===== config.mk =====
export PLATFORM = sky130hd
export DESIGN_NAME = load_store_unit
export DESIGN_NICKNAME = d
export VERILOG_FILES = /design/src/rtl/load_store_unit.sv
export SDC_FILE = /design/constraint.sdc
export NUM_CORES = 1
export LEC_CHECK = 0
export BUFFER_PORTS_ARGS = -buffer_cell sky130_fd_sc_hd__buf_2
export CAP_MARGIN = 20
export CORE_MARGIN = 5
export CORE_UTILIZATION = 45
export DETAILED_ROUTE_END_ITERATION = 6
export HOLD_SLACK_MARGIN = 0.05
export PLACE_DENSITY = 0.77
export SLEW_MARGIN = 15
export SYNTH_ARGS = -nofsm -noshare
export SYNTH_HDL_FRONTEND = slang
export SYNTH_SLANG_ARGS = --single-unit

===== constraint.sdc =====
create_clock -name clk -period 4 [get_ports clk]
set_clock_uncertainty 0.2 [all_clocks]
set_input_delay 1.2 -clock clk [delete_from_list [all_inputs] [get_ports clk]]
set_output_delay 1.2 -clock clk [all_outputs]
set_load 0.02 [all_outputs]

===== src/rtl/load_store_unit.sv =====
// load_store_unit
//   Multi-cycle load/store unit placed after the ALU. It takes the ALU result as
//   an effective address and performs byte, halfword or word accesses over a
//   request/acknowledge bus. Load data is returned sign- or zero-extended.
//   `busy` stalls the datapath while an access is in flight.
//
// Ports
//   clk, reset        : clock and asynchronous active-high reset
//   start             : request an access (sampled only when idle)
//   mem_write         : 1 = store, 0 = load
//   size              : 00 byte, 01 half, 10 word, 11 reserved
//   load_unsigned     : 1 = zero-extend, 0 = sign-extend (ignored for words)
//   addr, wdata       : effective address and store data
//   busy, done        : in-flight indicator and one-cycle completion pulse
//   rdata             : extended load result, held until the next load completes
//   fault_align       : misaligned address or reserved size (valid with done)
//   fault_timeout     : no bus_ack within TIMEOUT_CYCLES (valid with done)
//   bus_*             : memory bus request side and read data return
module load_store_unit #(
  parameter int unsigned TIMEOUT_CYCLES = 255
) (
  input  logic        clk,
  input  logic        reset,
  input  logic        start,
  input  logic        mem_write,
  input  logic [1:0]  size,
  input  logic        load_unsigned,
  input  logic [31:0] addr,
  input  logic [31:0] wdata,
  output logic        busy,
  output logic        done,
  output logic [31:0] rdata,
  output logic        fault_align,
  output logic        fault_timeout,
  output logic        bus_req,
  output logic        bus_we,
  output logic [31:0] bus_addr,
  output logic [3:0]  bus_be,
  output logic [31:0] bus_wdata,
  input  logic        bus_ack,
  input  logic [31:0] bus_rdata
);

  localparam logic [1:0] S_IDLE  = 2'd0;
  localparam logic [1:0] S_REQ   = 2'd1;
  localparam logic [1:0] S_DONE  = 2'd2;
  localparam logic [1:0] S_FAULT = 2'd3;

  localparam int unsigned CW = $clog2(TIMEOUT_CYCLES + 1);
  // Counter value seen in the final allowed REQ cycle (counter starts at 0).
  localparam logic [CW-1:0] CNT_LAST = CW'(TIMEOUT_CYCLES - 1);

  logic [1:0]    state_q, state_d;
  logic          we_q, we_d;
  logic [1:0]    size_q, size_d;
  logic          uns_q, uns_d;
  logic [31:0]   addr_q, addr_d;
  logic [31:0]   wdata_q, wdata_d;
  logic [CW-1:0] cnt_q, cnt_d;
  logic [31:0]   rdata_q, rdata_d;
  logic          fa_q, fa_d;
  logic          ft_q, ft_d;

  logic          misaligned;
  logic [15:0]   lane;
  logic [31:0]   load_ext;
  logic          in_req;

  always_comb begin
    unique case (size)
      2'b00:   misaligned = 1'b0;
      2'b01:   misaligned = addr[0];
      2'b10:   misaligned = |addr[1:0];
      default: misaligned = 1'b1;
    endcase
  end

  // Shift the addressed lane down to bit 0; only the low half is ever needed.
  always_comb begin
    lane = 16'(bus_rdata >> {addr_q[1:0], 3'b000});
    unique case (size_q)
      2'b00:   load_ext = uns_q ? {24'h0, lane[7:0]}  : {{24{lane[7]}}, lane[7:0]};
      2'b01:   load_ext = uns_q ? {16'h0, lane[15:0]} : {{16{lane[15]}}, lane[15:0]};
      default: load_ext = bus_rdata;
    endcase
  end

  always_comb begin
    state_d = state_q;
    we_d    = we_q;
    size_d  = size_q;
    uns_d   = uns_q;
    addr_d  = addr_q;
    wdata_d = wdata_q;
    cnt_d   = cnt_q;
    rdata_d = rdata_q;
    fa_d    = fa_q;
    ft_d    = ft_q;
    unique case (state_q)
      S_IDLE: begin
        if (start) begin
          we_d    = mem_write;
          size_d  = size;
          uns_d   = load_unsigned;
          addr_d  = addr;
          wdata_d = wdata;
          cnt_d   = '0;
          fa_d    = misaligned;
          ft_d    = 1'b0;
          state_d = misaligned ? S_FAULT : S_REQ;
        end
      end
      S_REQ: begin
        cnt_d = cnt_q + 1'b1;
        // Ack takes priority over the timeout in the final allowed cycle.
        if (bus_ack) begin
          if (!we_q) rdata_d = load_ext;
          state_d = S_DONE;
        end else if (cnt_q == CNT_LAST) begin
          ft_d    = 1'b1;
          state_d = S_DONE;
        end
      end
      default: state_d = S_IDLE;
    endcase
  end

  always_ff @(posedge clk or posedge reset) begin
    if (reset) begin
      state_q <= S_IDLE;
      we_q    <= 1'b0;
      size_q  <= '0;
      uns_q   <= 1'b0;
      addr_q  <= '0;
      wdata_q <= '0;
      cnt_q   <= '0;
      rdata_q <= '0;
      fa_q    <= 1'b0;
      ft_q    <= 1'b0;
    end else begin
      state_q <= state_d;
      we_q    <= we_d;
      size_q  <= size_d;
      uns_q   <= uns_d;
      addr_q  <= addr_d;
      wdata_q <= wdata_d;
      cnt_q   <= cnt_d;
      rdata_q <= rdata_d;
      fa_q    <= fa_d;
      ft_q    <= ft_d;
    end
  end

  assign in_req        = (state_q == S_REQ);
  assign busy          = (state_q != S_IDLE);
  assign done          = (state_q == S_DONE) || (state_q == S_FAULT);
  assign rdata         = rdata_q;
  assign fault_align   = fa_q;
  assign fault_timeout = ft_q;
  assign bus_req       = in_req;
  assign bus_we        = in_req & we_q;
  assign bus_addr      = in_req ? {addr_q[31:2], 2'b00} : '0;

  // Bus drive is gated to REQ so every bus output is 0 outside a transaction.
  always_comb begin
    bus_be    = '0;
    bus_wdata = '0;
    if (in_req) begin
      unique case (size_q)
        2'b00: begin
          bus_be    = 4'b0001 << addr_q[1:0];
          bus_wdata = {4{wdata_q[7:0]}};
        end
        2'b01: begin
          bus_be    = addr_q[1] ? 4'b1100 : 4'b0011;
          bus_wdata = {2{wdata_q[15:0]}};
        end
        default: begin
          bus_be    = 4'b1111;
          bus_wdata = wdata_q;
        end
      endcase
    end
  end

endmodule


==> metrics.md <==
| Metric | Value |
|---|---|
| Syn Inst Count | 683 |
| Initial DRC Count | 609 |
| CTS Sinks | 112 |
| Total vias in the final route | 5321 |
| First drt pass iteration count | 5 |
| Syn Std Cell Area | 5630 um2 |
| Worst-path clk slew | 0.08 ns |
| Row cnt | 40 |
| # port buffers | 207 |
| Hold buffers post-CTS | 0 |
| WP data arrival | 2.11 ns |
| Worst R2R Setup Slack | 1.48 ns |
| Ys Warns | 0 |
| VDD IR max | 357 uV |
| Critical-path top delay cell | dfrtp_1 |
| Post-CTS setup buffers | 0 |
| Req. time, crit path | 2.60 ns |
| Max_cap viols | 0 |
| Htree depth | 3 |
| Die width | 122 um |
| I/O pin total | 210 |
| Fmax | 285 MHz |
| Delay of the slowest critical-path stage | 0.67 ns |
| CTS Buf Count | 9 |
| Antenna Nets Post-Route | 0 |
| RSZ-0062 raised after global routing | no |
| Hold WC Path Type | reg2reg |
| Die height | 122 um |
| Area delta synth->final | 25.5% |
| Critical path class | reg2out |
| Post-DP HPWL | 11400 um |
| Seq/Total Area, Yosys | 0.498 |
| Pin count of the biggest net entering global routing | 85 |
| Pwr per Cell Area | 825 nW/um2 |
| Residual DRC count | 0 |
| Avg Vias per Cell | 5.14 |
| Total detailed-routing wirelength | 16100 um |
| TNS Setup | 0 ns |
| Most numerous cell in the Yosys netlist | nand2_1 |
| Crit-path leading delay family | simple AND/OR/NAND/NOR gates |
| Global Route Usage Sum | 0.217 |
| Slew margin rel. | 0.334 |
| Ys async rst share | 1.00 |
| Top FF cell, synth | dfrtp_1 |
| WL per Instance | 15.5 um |
| Yosys top cell area share | 0.498 |
| CP Capture Type | output pin |
| Placer Congestion | 0.875 |
| Critical Path Fanout Max | 18 |
| Gr ovfl total | 0 |
| Avg Cell Area, Syn | 8.24 um2 |
| Initial core utilization | 0.465 |
| Status | completed |
| Clk root buf | clkbuf_16 |
| Hold_ws | 0.269 ns |
| Critical path buffers and inverters | 1 |
| Post-synth EDFFs | 0 |
| Flops & latches, synth | 112 |
| First-pass GRT wire length | 25500 um |
| Leak | 3.81 nW |
| Clk_lat worst skew | 0.35 ns |
| Die ar. | 14800 um2 |
| Final nets | 969 |
| Min cycle time layout | 3.51 ns |
| Post-synthesis cell type count | 38 |
| Number of fill cells | 1129 |
| Synth area leaders | dfrtp_1 50%, nand2_1 19%, and2_1 4.3% |
| Clock Path Buffers | 2 |
| CP Cell Sequence | nor2_1 -> nand2_1 -> a21oi_1 -> buf_2 |
| Antenna violations before repair | 0 |
| Synth cell count leaders | 283 x nand2_1, 112 x dfrtp_1, 44 x nor2_1 |
| Worst slew pin tran | 0.996 ns |
| Final worst-path cycle share | 0.877 |
| Final Hold Vio Count | 0 |
| Final setup violation count | 0 |
| Largest area contributor in the netlist | dfrtp_1 |
| Core Box Area | 12100 um2 |
| Cts repair resizes | 0 |
| Fin. max-slew vios | 0 |
| CTS tree | yes |
| Startpoint types | flop |
| Vias in the first global route | 5088 |
| Antenna Cells | 0 |
| Layout cells sized above 1 | 0.286 |
## layer usage
layer,part of all wire,global-route usage,vias up,routed length (um)
li1,-,-,2568,-
met5,0,0,-,0
met4,0.022,0.0833,0,353
met3,0.096,0.0557,26,1550
met2,0.46,0.339,247,7330
met1,0.43,0.292,2480,6840
## registers in the layout (all words and copies together) (netlist names)
| name | flops |
|---|---|
| addr_q | 32 |
| cnt_q | 8 |
| fault_align | 1 |
| fault_timeout | 1 |
| rdata | 32 |
| size_q | 2 |
| state_q | 2 |
| uns_q | 1 |
| wdata_q | 32 |
| we_q | 1 |
## cell usage in the layout, fill, tap and decap left out, types with 5 or more instances in the layout
master / instances
nand2_1: 283
buf_2: 207
dfrtp_1: 111
nor2_1: 43
and2_1: 39
a21oi_1: 30
o21ai_0: 25
mux2i_1: 23
a22oi_1: 15
clkbuf_16: 9
a22o_1: 8
buf_4: 8
mux2_2: 6
o21a_1: 6
o211ai_1: 5
## tightest hold or removal path, cell delays in order (launching register included)
cell,delay [ns]
dfrtp_1,0.34
nand2_1,0.05
nand2_1,0.05
## final cells by class
class	instances	area, um2	area share
Clock buffer	10	239	0.0338
Clock inverter	6	57.6	0.00815
Inverter	5	22.5	0.00319
Multi-Input combinational cell	519	2610	0.370
Sequential cell	112	2800	0.397
Tap cell	168	210	0.0298
Timing Repair Buffer	216	1120	0.158
## final timing paths
| check | from | endpoint | cells after the start |
|---|---|---|---|
| worst max-delay path | size_q[0]$_DFFE_PP0P_ | bus_wdata[11] | 4 |
| worst min-delay path | addr_q[6]$_DFFE_PP0P_ | addr_q[6]$_DFFE_PP0P_ | 2 |
| worst max register to register | addr_q[0]$_DFFE_PP0P_ | rdata[3]$_DFFE_PP0P_ | 4 |
| worst min register to register | addr_q[6]$_DFFE_PP0P_ | addr_q[6]$_DFFE_PP0P_ | 2 |
| max in group asynchronous | reset | size_q[1]$_DFFE_PP0P_ | 3 |
| min in group asynchronous | reset | rdata[22]$_DFFE_PP0P_ | 2 |
## through the flow
stage	utilization	total power, mW	setup WS [ns]	area, um2	std cells
2_1_floorplan	-	4.02	1.06	5640	684
3_3_place_gp	0.559	4.92	0.933	6770	1020
3_5_place_dp	0.559	4.95	0.882	6770	1020
4_1_cts	0.583	5.88	0.489	7060	1036
5_1_grt	0.583	6.28	0.322	7060	1036
6_report	0.583	5.83	0.492	7060	1036
## power breakdown
group,internal [mW],total (mW),leakage [nW],switching [mW]
combinational,1.01,2.81,2.31,1.80
clock,0.454,0.896,0.141,0.441
sequential,1.65,2.12,1.36,0.464
## kinds of logic after synthesis
kind of cell / after synthesis / synth area share
other: 1 / 0.000666
adder cells (fa/ha/maj): 2 / 0.00445
AND/OR/NAND/NOR: 385 / 0.285
AO/OA/AOI/OAI: 100 / 0.115
flip-flops: 112 / 0.498
multiplexers: 30 / 0.0569
buffers and inverters: 53 / 0.0398
No activity file was read; power rests on OpenSTA's default activity.
